===== config.mk =====
export PLATFORM = sky130hd
export DESIGN_NAME = mem_io_bridge
export DESIGN_NICKNAME = d
export VERILOG_FILES = /design/src/rtl/slc3_mem_pkg.sv /design/src/rtl/mem_io_bridge_sw_sync.sv /design/src/rtl/mem_io_bridge.sv
export SDC_FILE = /design/constraint.sdc
export NUM_CORES = 1
export LEC_CHECK = 0
export BUFFER_PORTS_ARGS = -buffer_cell sky130_fd_sc_hd__buf_4
export CELL_PAD_IN_SITES_DETAIL_PLACEMENT = 0
export CELL_PAD_IN_SITES_GLOBAL_PLACEMENT = 2
export CORE_MARGIN = 5
export CORE_UTILIZATION = 24
export CTS_BUF_LIST = sky130_fd_sc_hd__clkbuf_8
export CTS_CLUSTER_SIZE = 40
export DETAILED_ROUTE_END_ITERATION = 10
export GPL_TIMING_DRIVEN = 0
export PLACE_DENSITY = 0.82
export SLEW_MARGIN = 20
export SYNTH_ARGS = -nofsm -noshare
export SYNTH_HDL_FRONTEND = slang
export SYNTH_SLANG_ARGS = --single-unit

===== constraint.sdc =====
create_clock -name clk -period 1.66 [get_ports clk]
set_input_delay 0.083 -clock clk [delete_from_list [all_inputs] [get_ports clk]]
set_output_delay 0.083 -clock clk [all_outputs]
set_load 0.02 [all_outputs]

===== src/rtl/slc3_mem_pkg.sv =====
// Shared types for the SLC-3 memory/IO bridge: FSM state encoding and the
// default memory-mapped switch/hex address.
package slc3_mem_pkg;

   typedef enum logic [2:0] {
      IDLE,
      MEM_WR,
      MEM_RD,
      RD_WAIT,
      DONE
   } state_t;

   localparam logic [15:0] DEF_IO_ADDR = 16'hFFFF;

endpackage


===== src/rtl/mem_io_bridge_sw_sync.sv =====
// Two-flop synchronizer for the board switches (used only when SW_SYNC_EN is
// defined). Synchronous active-low reset clears both stages.
module sw_sync #(
   parameter int W = 16
) (
   input  logic         clk,
   input  logic         reset,
   input  logic [W-1:0] d,
   output logic [W-1:0] q
);

   logic [W-1:0] meta;

   always_ff @(posedge clk) begin
      if (!reset) begin
         meta <= '0;
         q    <= '0;
      end else begin
         meta <= d;
         q    <= meta;
      end
   end

endmodule


===== src/rtl/mem_io_bridge.sv =====
// CPU-to-BRAM bridge with one memory-mapped switch/hex register at IO_ADDR.
// Define SW_SYNC_EN to route sw_i through a two-flop synchronizer.
module mem_io_bridge
   import slc3_mem_pkg::*;
#(
   parameter int unsigned RD_LATENCY = 1,
   parameter logic [15:0] IO_ADDR    = DEF_IO_ADDR
) (
   input  logic        clk,
   input  logic        reset,
   input  logic        mem_mem_ena,
   input  logic        mem_wr_ena,
   input  logic [15:0] mem_addr,
   input  logic [15:0] mem_wdata,
   output logic [15:0] cpu_rdata,
   output logic        mem_ready,
   output logic        bram_en,
   output logic        bram_we,
   output logic [15:0] bram_addr,
   output logic [15:0] bram_wdata,
   input  logic [15:0] bram_rdata,
   input  logic [15:0] sw_i,
   output logic [15:0] hex_o
);

   localparam int CW = $clog2(RD_LATENCY + 1);

   state_t        state;
   logic [CW-1:0] cnt;
   logic [15:0]   sw_s;

`ifdef SW_SYNC_EN
   sw_sync #(.W(16)) u_sw_sync (
      .clk   (clk),
      .reset (reset),
      .d     (sw_i),
      .q     (sw_s)
   );
`else
   assign sw_s = sw_i;
`endif

   // Request fields are captured into the BRAM address/data registers at
   // acceptance, so later CPU-side changes cannot disturb an access.
   always_ff @(posedge clk) begin
      if (!reset) begin
         state      <= IDLE;
         cnt        <= '0;
         cpu_rdata  <= '0;
         mem_ready  <= 1'b0;
         bram_en    <= 1'b0;
         bram_we    <= 1'b0;
         bram_addr  <= '0;
         bram_wdata <= '0;
         hex_o      <= '0;
      end else begin
         mem_ready <= 1'b0;
         bram_en   <= 1'b0;
         bram_we   <= 1'b0;
         case (state)
            IDLE: begin
               if (mem_mem_ena) begin
                  if (mem_addr == IO_ADDR) begin
                     if (mem_wr_ena) hex_o     <= mem_wdata;
                     else            cpu_rdata <= sw_s;
                     state <= DONE;
                  end else begin
                     bram_addr  <= mem_addr;
                     bram_wdata <= mem_wdata;
                     bram_en    <= 1'b1;
                     bram_we    <= mem_wr_ena;
                     state      <= mem_wr_ena ? MEM_WR : MEM_RD;
                  end
               end
            end
            MEM_WR: state <= DONE;
            MEM_RD: begin
               cnt   <= CW'(RD_LATENCY);
               state <= RD_WAIT;
            end
            RD_WAIT: begin
               // Last wait cycle: BRAM output is valid for the captured address.
               if (cnt <= CW'(1)) begin
                  cpu_rdata <= bram_rdata;
                  cnt       <= '0;
                  state     <= DONE;
               end else begin
                  cnt <= cnt - CW'(1);
               end
            end
            DONE: begin
               mem_ready <= 1'b1;
               state     <= IDLE;
            end
            default: state <= IDLE;
         endcase
      end
   end

endmodule


Word level (Yosys, flattened, before mapping)
Cells that the tools add are included.
{"block": "word_totals", "reg_bits": 71, "input_bits": 68, "output_inout_bits": 67, "elab_cells": 47}
{"block": "op_classes", "n_addsub": 1, "magnitude_cmp": 1, "n_eq_ne": 9, "n_mux": 14, "bitwise": 4, "reduce_logical": 9}
{"cell": "$mux W16", "n": 4}
{"cell": "$pmux W16 S2", "n": 1}
{"cell": "$eq A16 B16 Y1 const B", "n": 1}
{"cell": "$pmux W3 S4", "n": 1}
{"cell": "$mux W3", "n": 3}
{"cell": "$ne A2 B2 Y1 const B", "n": 4}
{"cell": "$eq A3 B2 Y1 const B", "n": 2}
{"cell": "$reduce_and A3 Y1", "n": 2}
{"cell": "$reduce_and A5 Y1", "n": 1}
{"cell": "$not A1 Y1", "n": 4}
{"cell": "$reduce_and A4 Y1", "n": 1}
{"cell": "$reduce_bool A2 Y1", "n": 2}
{"cell": "$reduce_or A4 Y1", "n": 1}
{"cell": "$eq A3 B1 Y1 const B", "n": 1}
{"cell": "$eq A3 B3 Y1 const B", "n": 1}
{"cell": "$logic_not A3 Y1", "n": 1}
{"cell": "$mux W1", "n": 3}
{"cell": "$mux W2", "n": 1}
{"cell": "$pmux W1 S2", "n": 1}
{"cell": "$reduce_and A2 Y1", "n": 1}
{"cell": "$le A1 B1 Y1 const B", "n": 1}
{"cell": "$sub A1 B1 Y1 const B", "n": 1}

Logic depth before layout (Yosys ltp)
Gate-level depths: netlist (run 1).
{"block": "depth", "word_depth": 4, "depth_mapped": 7, "ltp_nobuf": 4}

Worst setup path before layout (run 1)
Ideal clock, no wire load.
{"block": "synth_path", "path_type": "register to register", "start": "register state[0]", "end": "register cpu_rdata[0]", "arrival_ns": 1.624, "required_ns": 1.534, "slack_ns": -0.090, "stages_incl_launch_ff": 7, "synth_period_minus_slack_ns": 1.750, "path_cell_list": "dfxtp_1 nor4b_4 nor3b_4 and2_1 buf_2 buf_4 o211ai_1"}
{"block": "synth_between", "elab_chain_len": 3}
{"element": "start, declared", "line": "mem_io_bridge.sv:28", "source": "state_t state;"}
{"element": "start signal, assigned", "line": "mem_io_bridge.sv:72", "source": "state <= mem_wr_ena ? MEM_WR : MEM_RD;"}
{"element": "$eq A3 B2 Y1 or $logic_not A3 Y1 (tied branches)", "line": "mem_io_bridge.sv:60", "source": "case (state)"}
{"element": "$ne A2 B2 Y1 (no line) or $reduce_bool A2 Y1 (tied branches)"}
{"element": "$reduce_and A5 Y1 (no line)"}
{"element": "end signal, assigned", "line": "mem_io_bridge.sv:65", "source": "else cpu_rdata <= sw_s;"}
{"element": "end signal, assigned", "line": "mem_io_bridge.sv:84", "source": "cpu_rdata <= bram_rdata;"}
{"element": "end, declared", "line": "mem_io_bridge.sv:15", "source": "output logic [15:0] cpu_rdata,"}
Several ways; a longest one is shown, not always the timed one.
A chain may end at the register's enable or synchronous reset.

Worst setup path after layout (run 1)
{"block": "layout_path", "start": "register state[0]", "end": "register bram_addr[5]"}
{"block": "layout_between", "elab_chain_len": 2}
{"element": "$logic_not A3 Y1", "line": "mem_io_bridge.sv:60"}
{"element": "$reduce_and A3 Y1 (no line)"}
{"element": "end signal, assigned", "line": "mem_io_bridge.sv:68", "source": "bram_addr <= mem_addr;"}
{"element": "end, declared", "line": "mem_io_bridge.sv:19", "source": "output logic [15:0] bram_addr,"}
Every way passes these cells.

==> impl_metrics.py, run 1 <==
metrics = {
    "yosys": {
        "synth-edff-count": 0,
        "syn_avg_cell_area_um2": 8.59,
        "syn_nets": 409,
        "netlist_area_um2": 2930,
        "synth_cell_type_count": 26,
        "synth-adder-area-share_pct": 0,
        "yosys.area_share.simple_pct": 26.7,
        "synthCells": 341,
        "yosys.area.top_type_share_pct": 47.8,
        "synth_xor_xnor_area_share_pct": 0,
        "ys_seq_elements": 70,
        "ys_warn_count": 0,
        "synthArstFlopShare_pct": 0,
        "yosysTopAreaCell": "dfxtp_1",
        "synthFlopType": "dfxtp_1",
        "synth_top_family_by_area": "simple AND/OR/NAND/NOR gates",
        "synth_area_leaders": "dfxtp_1, nand4_1, nand2_1",
        "synth-compound-area-share_pct": 14.6,
        "synth-seq-area-share_pct": 47.8,
        "synthMuxAreaShare_pct": 5.47,
    },
    "worst_setup_path": {
        "path_max_fanout": 7,
        "path_class": "flip-flop to flip-flop",
        "critPathArrivalTime_ns": 1.88,
        "r2r_start": "state[0]$_SDFFE_PN0P_",
        "cp-end-kind": "flip-flop",
        "reg2reg_slack_ns": 0.005,
        "cp_data_required_time_ns": 1.89,
        "cp_cell_sequence": "nor4b_4 > buf_4 > buf_6 > and2_4 > buf_12 > buf_12 > clkbuf_16 > o21ai_1",
        "startpoint_type": "flip-flop",
        "r2r.worst_path.cells": 8,
        "rr_endpoint": "bram_addr[5]$_SDFFE_PN0P_",
        "cpMaxStageDelayCell": "dfxtp_4",
        "crit_path_frequent_cell": "buf_12",
        "cp_slowest_stage_delay_ns": 0.36,
    },
    "drt": {
        "wl_per_cell_um": 15.7,
        "num_vias": 3293,
        "final_antenna_net_count": 0,
        "post_drt_via_cell_ratio": 4.71,
        "drt_iter0_drc": 158,
        "postRouteWirelength_um": 10900,
        "drc": 0,
        "first_pass_iters": 6,
    },
    "die": {
        "fp.dieH_um": 120,
        "core_area_um2": 12000,
        "die_x_um": 120,
        "rows": 40,
        "start_util_pct": 24.4,
        "dieArea_um2": 14500,
        "io_pins": 135,
    },
    "placement": {
        "postPlaceCellArea_um2": 4130,
        "pre_cts_slack_ns": -0.422,
        "gp_congestion": 0.781,
        "dp_hpwl_um": 8000,
        "numPortBuffers": 134,
    },
    "grt": {
        "grt_pass1_wl_um": 16900,
        "grt_pass1_vias": 3307,
        "antenna_found_initial": 0,
        "overflow": 0,
        "grt_max_degree": 13,
        "grt_usage_pct": 14.6,
    },
    "sta": {
        "rsz0062_at_grt": "true",
        "layout_setup_ws_ns": 0.00476,
        "setup_viol": 0,
        "tightest_slew_ns": 0.560,
        "period_share_pct": 99.7,
        "fin_worst_skew_ns": 0.00757,
        "slew_viol_final": 0,
        "hold_violations": 0,
        "relSlewSlack_pct": 62.4,
        "max_freq_mhz": 604,
        "period_minus_slack_ns": 1.66,
    },
    "final_layout": {
        "drive_gt1_share_pct": 35.3,
        "fillers": 1209,
        "layout-area-overhead-vs-synth_pct": 74.2,
        "stdcell_area_um2": 5100,
        "nets": 616,
        "antenna_cells": 0,
    },
    "clocking": {
        "tritoncts": "built",
        "clk_latency_ns": 0.34,
        "clkSinkCount": 70,
        "cts.clk_slew.worst_paths_ns": 0.07,
        "cts_root_buf": "clkbuf_8",
        "clk_path_buf_depth": 2,
        "cts-htree-levels": 3,
        "cts_buffers": 9,
    },
    "pwr": {
        "p_sw_share_pct": 26.4,
        "p_clk_share_pct": 35.6,
        "power_frac_comb_pct": 20.3,
        "power_mw": 4.08,
        "power_frac_seq_pct": 44.0,
        "p_sw_mw": 1.08,
        "internal_power_mw": 3.00,
        "leakage_nw": 2.13,
        "power.density_nw_per_um2": 800,
        "irDropWorstVdd_v": 0.000267,
    },
    "worst_hold_path": {
        "hold_start": "sw_i[11]",
        "min_path_cells": 3,
        "hold-path-endpoint": "cpu_rdata[11]$_SDFFE_PN0P_",
        "min_path_type": "input port to flip-flop",
    },
    "job": {
        "drv_cap": 0,
    },
    "outcome": {
        "status": "finished, final reports clean",
    },
}
-- Yosys cell counts (2+ instances only) --
cell type	n
o21ai_0	16
a31oi_1	3
inv_1	2
a21boi_0	16
mux2i_1	16
o211ai_1	16
nor3_1	4
nand2_1	83
nand4_1	54
dfxtp_1	70
and2_1	3
buf_2	4
clkbuf_1	23
o21ai_1	16
nor2_1	2
buf_6	3
-- worst max-delay path, delay by kind of cell, from the launching register on --
kind / cells / cell delay [ns]
DFF: 1 / 0.36
and+or+nand+nor: 2 / 0.47
AOI/OAI and AO/OA: 1 / 0.06
buffers and inverters: 5 / 0.64
-- worst max path at each step --
stage,from,endpoint,slack (ns)
finish,state[0]$_SDFFE_PN0P_,bram_addr[5]$_SDFFE_PN0P_,0.005
global route,state[0]$_SDFFE_PN0P_,cpu_rdata[5]$_SDFFE_PN0P_,-0.1
CTS,state[2]$_SDFFE_PN0P_,cpu_rdata[11]$_SDFFE_PN0P_,-0.07
detailed placement,state[0]$_SDFFE_PN0P_,cpu_rdata[13]$_SDFFE_PN0P_,-0.42
global placement,state[0]$_SDFFE_PN0P_,cpu_rdata[2]$_SDFFE_PN0P_,-0.40
floorplan,state[0]$_SDFFE_PN0P_,cpu_rdata[0]$_SDFFE_PN0P_,-0.03
-- power by group through the flow --
stage	clock, mW	sequential [mW]	combinational (mW)
floorplan	0	1.92	0.219
global placement	0	1.84	0.631
detailed placement	0	1.84	0.633
CTS	1.50	1.80	0.734
global route	1.58	1.81	0.886
finish	1.45	1.80	0.830
-- layer usage --
layer	GRT usage (%)	vias up	wire length (um)
met3	4.30	10	688
li1	-	1644	-
met4	4.75	0	172
met2	23.9	111	5160
met5	0	-	0
met1	18.3	1528	4930
-- placed cells by master, fill, tap and decap left out, types with 4 or more instances in the layout --
cell / instances
nand4_1: 54
o21ai_2: 4
o21ai_1: 12
mux2i_1: 16
dfxtp_1: 68
buf_4: 144
buf_12: 5
a21boi_0: 15
o21ai_0: 16
o211ai_1: 16
clkbuf_1: 17
dlygate4sd3_1: 45
buf_6: 9
nand2_1: 82
clkbuf_8: 12
-- kinds of logic (layout without fill, tap and decap cells) --
family                 Yosys count  count (layout)
and+or+nand+nor                153             153
buffers and inverters           34             245
AOI/OAI and AO/OA               68              68
muxes                           16              16
DFF                             70              70
-- timing repair --
action,in CTS,in global routing
endpoints found under the setup margin,57,54
gates resized for setup,13,37
pin swaps,9,16
hold buffers,45,0
buffers inserted,12,7
cloned,1,2
endpoints found under the hold margin,37,0
-- per-stage QoR --
stage	util, %	hold slack (ns)	cells	TNS, ns
after detailed placement	34.4	0.300	622	-11.75
final	42.5	0.0159	699	0
after global routing	42.5	0.00613	699	-1.16
after floorplan	-	0.209	341	-0.306
after global placement	34.4	0.301	622	-10.93
after CTS	41.2	0.0000162	693	-0.730
-- flip-flops by register name, summed over array words and instances (netlist names) --
signal / flops
bram_addr: 16
bram_wdata: 16
cpu_rdata: 16
hex_o: 16
state: 3
bram_en: 1
bram_we: 1
mem_ready: 1
-- area by class of cell --
class / count / area [um^2] / share of cell area, %
Clock buffer: 12 / 165 / 3.24
Timing Repair Buffer: 199 / 1700 / 33.2
Tap cell: 147 / 184 / 3.60
Sequential cell: 70 / 1410 / 27.6
Multi-Input combinational cell: 237 / 1410 / 27.6
Inverter: 2 / 7.51 / 0.147
Buffer: 29 / 191 / 3.75
Clock inverter: 3 / 42.5 / 0.833
No activity file was read; power rests on OpenSTA's default activity.
==> run 2, diff against run 1 <==
Settings changed: CORE_UTILIZATION 24 to 23, CTS_BUF_LIST sky130_fd_sc_hd__clkbuf_8 to sky130_fd_sc_hd__clkbuf_16, PLACE_DENSITY 0.82 to 0.79.
==> run 2 against run 1 <==
  * The run now ends with setup timing left
  * Fmax is 2.1% lower
  * Die area is 4.0% higher
  * First-iteration DRC count up 13%
  * Sequential cell count unchanged
  * Cell area is 2.9% lower
  * Via count fell by 3.0%
  * Clock power grew 30%
  * Core utilization fell by 3.1 points
  * Clock-buffer cell count is 3 lower
  * Sequential power about the same
  * Critical path depth fell by 2
  * Critical path type unchanged
==> impl_metrics.py, run 2 (synthesis gave the netlist of run 1 again) <==
metrics = {
    "outcome": {
        "status": "finished, violations left",
        "violations": "setup timing",
    },
    "final_layout": {
        "antenna_cells": 0,
        "stdcell_area_um2": 4960,
        "drive_gt1_share_pct": 34.0,
        "final_common_cell": "buf_4",
        "layout-area-overhead-vs-synth_pct": 69.1,
        "ff_latch_area_um2": 1410,
        "fillers": 1294,
        "layout_common_cells": "buf_4, nand2_1, dfxtp_1, nand4_1, dlygate4sd3_1",
        "nets": 595,
        "multi_input_area_um2": 1390,
        "finalCoreUtilization_pct": 39.4,
    },
    "clocking": {
        "clk_path_buf_depth": 2,
        "cts_root_buf": "clkbuf_16",
        "tritoncts": "built",
        "clk_latency_ns": 0.34,
        "clkSinkCount": 70,
        "cts-htree-levels": 3,
        "cts_buffers": 9,
        "cts.clk_slew.worst_paths_ns": 0.06,
    },
    "worst_setup_path": {
        "rr_endpoint": "cpu_rdata[9]$_SDFFE_PN0P_",
        "cp-end-kind": "flip-flop",
        "critPathArrivalTime_ns": 1.91,
        "r2r.worst_path.cells": 6,
        "cp_cell_sequence": "nor4b_4 > buf_4 > nor3b_4 > and2_4 > clkbuf_16 > o211ai_1",
        "cp_data_required_time_ns": 1.88,
        "cp_slowest_stage_delay_ns": 0.35,
        "path_class": "flip-flop to flip-flop",
        "cpMaxStageDelayCell": "dfxtp_4",
        "r2r_start": "state[0]$_SDFFE_PN0P_",
        "path_max_fanout": 5,
        "reg2reg_slack_ns": -0.03,
        "startpoint_type": "flip-flop",
    },
    "sta": {
        "setup_viol": 5,
        "relSlewSlack_pct": 37.0,
        "period_share_pct": 102,
        "max_freq_mhz": 592,
        "period_minus_slack_ns": 1.69,
        "finalSetupTns_ns": -0.115,
        "layout_setup_ws_ns": -0.0304,
        "holdWs_ns": 0.0132,
        "tightest_slew_ns": 0.938,
        "fin_worst_skew_ns": 0.00351,
        "hold_violations": 0,
        "slew_viol_final": 0,
        "rsz0062_at_grt": "true",
    },
    "job": {
        "drv_cap": 0,
    },
    "die": {
        "start_util_pct": 23.3,
        "die_x_um": 123,
        "core_area_um2": 12600,
        "dieArea_um2": 15100,
        "rows": 41,
        "fp.dieH_um": 123,
        "io_pins": 135,
    },
    "placement": {
        "postPlaceCellArea_um2": 4170,
        "numPortBuffers": 134,
        "dp_hpwl_um": 7990,
        "gp_congestion": 0.719,
    },
    "worst_hold_path": {
        "hold_start": "mem_addr[3]",
        "min_path_type": "input port to flip-flop",
        "min_path_cells": 3,
        "hold-path-endpoint": "bram_addr[3]$_SDFFE_PN0P_",
    },
    "grt": {
        "grt_pass1_vias": 3133,
        "antenna_found_initial": 0,
        "grt_pass1_wl_um": 16700,
        "overflow": 0,
        "grt_max_degree": 12,
        "grt_usage_pct": 14.4,
    },
    "drt": {
        "final_antenna_net_count": 0,
        "drt_iter0_drc": 179,
        "num_vias": 3193,
        "post_drt_via_cell_ratio": 4.54,
        "drc": 0,
        "postRouteWirelength_um": 11100,
        "wl_per_cell_um": 15.7,
        "first_pass_iters": 4,
    },
    "pwr": {
        "power.density_nw_per_um2": 896,
        "leakage_nw": 2.06,
        "irDropWorstVdd_v": 0.000446,
        "power_mw": 4.44,
    },
}
[run 2: cell types whose count changed in the layout (fill, tap and decap cells not counted), sizes merged]
cell / change
clkinvlp: -1
buf: -9
clkinv: +3
dlygate4sd3: -15
inv: +2
[run 2: worst max-delay path: cells and delay by family, from the launching register on]
kind | cells | cell delay, ns
simple gates | 3 | 0.80
flops | 1 | 0.35
buf+inv | 2 | 0.33
compound gates | 1 | 0.08
[run 2: per-layer routing]
| metal | part of all wire [%] | routed length (um) | GRT usage [%] | vias to the layer above |
|---|---|---|---|---|
| li1 | - | - | - | 1604 |
| met1 | 45 | 5000 | 18.7 | 1477 |
| met2 | 46 | 5060 | 22.3 | 100 |
| met3 | 7.6 | 838 | 4.10 | 12 |
| met4 | 1.6 | 180 | 5.88 | 0 |
| met5 | 0 | 0 | 0 | - |
[run 2: layout make-up]
| cell class | count | area share, % |
|---|---|---|
| Timing Repair Buffer | 177 | 29.6 |
| Sequential cell | 70 | 28.4 |
| Multi-Input combinational cell | 237 | 28.0 |
| Clock buffer | 9 | 4.54 |
| Tap cell | 172 | 4.34 |
| Buffer | 30 | 3.76 |
| Clock inverter | 7 | 1.16 |
| Inverter | 2 | 0.151 |
[run 2: what timing repair did]
item / 4_1_cts / 5_1_grt
resized for setup: 5 / 19
gates cloned: 0 / 3
hold endpoints to repair: 26 / 0
pin swaps: 1 / 6
setup buffers: 8 / 2
setup endpoints to repair: 62 / 49
hold buffers: 30 / 0
[run 2: worst max-delay path by stage]
stage                          start                    endpoint  slack [ns]  depth (start not counted)
5_1_grt        state[0]$_SDFFE_PN0P_   cpu_rdata[2]$_SDFFE_PN0P_       -0.15                          6
6_report       state[0]$_SDFFE_PN0P_   cpu_rdata[9]$_SDFFE_PN0P_       -0.03                          6
2_1_floorplan  state[0]$_SDFFE_PN0P_   cpu_rdata[0]$_SDFFE_PN0P_       -0.03                          6
3_3_place_gp   state[0]$_SDFFE_PN0P_   cpu_rdata[9]$_SDFFE_PN0P_       -0.48                          6
3_5_place_dp   state[0]$_SDFFE_PN0P_  cpu_rdata[13]$_SDFFE_PN0P_       -0.51                          6
4_1_cts        state[2]$_SDFFE_PN0P_   cpu_rdata[1]$_SDFFE_PN0P_       -0.06                          7
[run 2: power by group]
part	switching, mW	internal [mW]	total, mW
Combinational	0.373	0.391	0.764
Sequential	0.0443	1.76	1.80
Clock	0.738	1.14	1.88
Total	1.16	3.29	4.44
[run 2: stage by stage]
stage                     instances  setup WS [ns]
final                           704        -0.0304
after global routing            704         -0.145
after CTS                       700        -0.0607
after detailed placement        647         -0.512
after global placement          647         -0.483
after floorplan                 341        -0.0306
==> run 3, diff against run 2 <==
Settings changed: CTS_CLUSTER_DIAMETER from default to 120, HOLD_SLACK_MARGIN from default to 0.15, SETUP_SLACK_MARGIN from default to 0.3.
==> run 3 against run 2 <==
  * The run now ends clean
  * Die area did not move
  * Core utilization rose by 4.2 points
  * Global-route usage rose by 1.3 points
  * Sequential share of layout area fell by 2.7 points
  * Critical path type unchanged
  * Critical endpoint is now bram_addr[12]$_SDFFE_PN0P_
  * Highest routed layer unchanged
==> impl_metrics.py, run 3 (synthesis gave the netlist of run 1 again) <==
metrics = {
    "clocking": {
        "clk_path_buf_depth": 2,
        "clk_latency_ns": 0.34,
        "clkSinkCount": 70,
        "cts_root_buf": "clkbuf_16",
        "cts-htree-levels": 3,
        "cts.clk_slew.worst_paths_ns": 0.06,
        "tritoncts": "built",
        "cts_buffers": 9,
    },
    "sta": {
        "period_minus_slack_ns": 1.58,
        "relSlewSlack_pct": 60.9,
        "setup_viol": 0,
        "hold_violations": 0,
        "period_share_pct": 95.3,
        "rsz0062_at_grt": "true",
        "max_freq_mhz": 632,
        "slew_viol_final": 0,
        "holdWs_ns": 0.194,
        "fin_worst_skew_ns": 0.0141,
        "tightest_slew_ns": 0.583,
    },
    "pwr": {
        "power.density_nw_per_um2": 878,
        "leakage_nw": 2.31,
        "irDropWorstVdd_v": 0.000391,
    },
    "final_layout": {
        "stdcell_count": 747,
        "nets": 638,
        "drive_gt1_share_pct": 34.8,
        "final_common_cell": "buf_4",
        "stdcell_area_um2": 5490,
        "fillers": 1289,
        "layout_common_cells": "buf_4, nand2_1, dfxtp_1, dlygate4sd3_1, nand4_1",
        "antenna_cells": 0,
        "layout-area-overhead-vs-synth_pct": 87.3,
    },
    "placement": {
        "numPortBuffers": 134,
        "postPlaceCellArea_um2": 4180,
        "dp_hpwl_um": 8020,
        "gp_congestion": 0.785,
        "dp_cells": 647,
    },
    "drt": {
        "first_pass_iters": 4,
        "post_drt_via_cell_ratio": 4.65,
        "final_antenna_net_count": 0,
        "postRouteWirelength_um": 12000,
        "num_vias": 3476,
        "drc": 0,
        "drt_iter0_drc": 185,
        "wl_per_cell_um": 16.1,
    },
    "grt": {
        "grt_pass1_vias": 3548,
        "antenna_found_initial": 0,
        "grt_pass1_wl_um": 18400,
        "overflow": 0,
        "grt_usage_pct": 15.7,
        "grt_max_degree": 14,
    },
    "worst_setup_path": {
        "cp_slowest_stage_delay_ns": 0.35,
        "cp_cell_sequence": "nor4b_4 > buf_4 > and2_1 > buf_6 > buf_4 > buf_6 > o21ai_1",
        "path_max_fanout": 10,
        "critPathArrivalTime_ns": 1.80,
        "critPathTopFamily": "buffers and inverters",
        "cp_data_required_time_ns": 1.88,
        "path_class": "flip-flop to flip-flop",
        "startpoint_type": "flip-flop",
        "reg2reg_slack_ns": 0.08,
        "worst-path-buf-inv": 4,
        "cp-end-kind": "flip-flop",
        "cpMaxStageDelayCell": "dfxtp_2",
    },
    "die": {
        "die_x_um": 123,
        "start_util_pct": 23.3,
        "rows": 41,
        "dieArea_um2": 15100,
        "io_pins": 135,
        "core_area_um2": 12600,
        "fp.dieH_um": 123,
    },
    "worst_hold_path": {
        "min_path_type": "input port to flip-flop",
    },
    "job": {
        "drv_cap": 0,
    },
    "outcome": {
        "status": "finished, final reports clean",
    },
}
==> run 3: repair_timing <==
action,4_1_cts,5_1_grt
hold buffers,66,0
pin swaps,12,6
gates cloned,4,0
setup buffers,9,5
endpoints found under the setup margin,66,68
hold endpoints to repair,67,0
gates resized for setup,49,20
==> run 3: final timing paths <==
path | startpoint | to | cells after the start
setup reg to reg | state[2]$_SDFFE_PN0P_ | bram_addr[12]$_SDFFE_PN0P_ | 7
setup / recovery | state[2]$_SDFFE_PN0P_ | bram_addr[12]$_SDFFE_PN0P_ | 7
hold reg to reg | bram_addr[11]$_SDFFE_PN0P_ | bram_addr[11]$_SDFFE_PN0P_ | 2
hold / removal | mem_wr_ena | hex_o[0]$_SDFFE_PN0P_ | 4
==> run 3: metal layers <==
layer | track usage [%] | vias up | part of all wire (%)
met5 | 0 | - | 0
met4 | 4.90 | 0 | 1.1
met3 | 5.71 | 12 | 9.0
met2 | 26.1 | 128 | 48
met1 | 18.8 | 1648 | 42
li1 | - | 1688 | -
==> run 3: stage by stage <==
| step | setup TNS [ns] | total power, mW | worst slack, ns | util [%] |
|---|---|---|---|---|
| CTS | 0 | 4.85 | 0.104 | 43.0 |
| floorplan | -0.306 | 2.14 | -0.0306 | - |
| global placement | -10.75 | 2.47 | -0.431 | 33.3 |
| detailed placement | -12.88 | 2.48 | -0.466 | 33.3 |
| global route | -0.0855 | 5.00 | -0.0158 | 43.7 |
| finish | 0 | 4.82 | 0.0781 | 43.7 |
==> run 3: cell type report <==
cell class / count / area (um^2) / share of cell area [%]
Timing Repair Buffer: 218 / 1880 / 34.3
Multi-Input combinational cell: 237 / 1420 / 25.8
Sequential cell: 70 / 1410 / 25.7
Buffer: 32 / 233 / 4.24
Clock buffer: 9 / 225 / 4.10
Tap cell: 172 / 215 / 3.92
Clock inverter: 7 / 97.6 / 1.78
Inverter: 2 / 7.51 / 0.137
==> run 3: tightest hold or removal path, cell delays in order <==
cell      delay, ns
buf_4          0.12
nand2_4        0.09
o21ai_1        0.12
a21boi_1       0.06
==> run 3: report_power, final <==
| part | internal, mW | switching (mW) |
|---|---|---|
| logic | 0.492 | 0.402 |
| registers | 1.76 | 0.0459 |
| clock network | 1.32 | 0.801 |
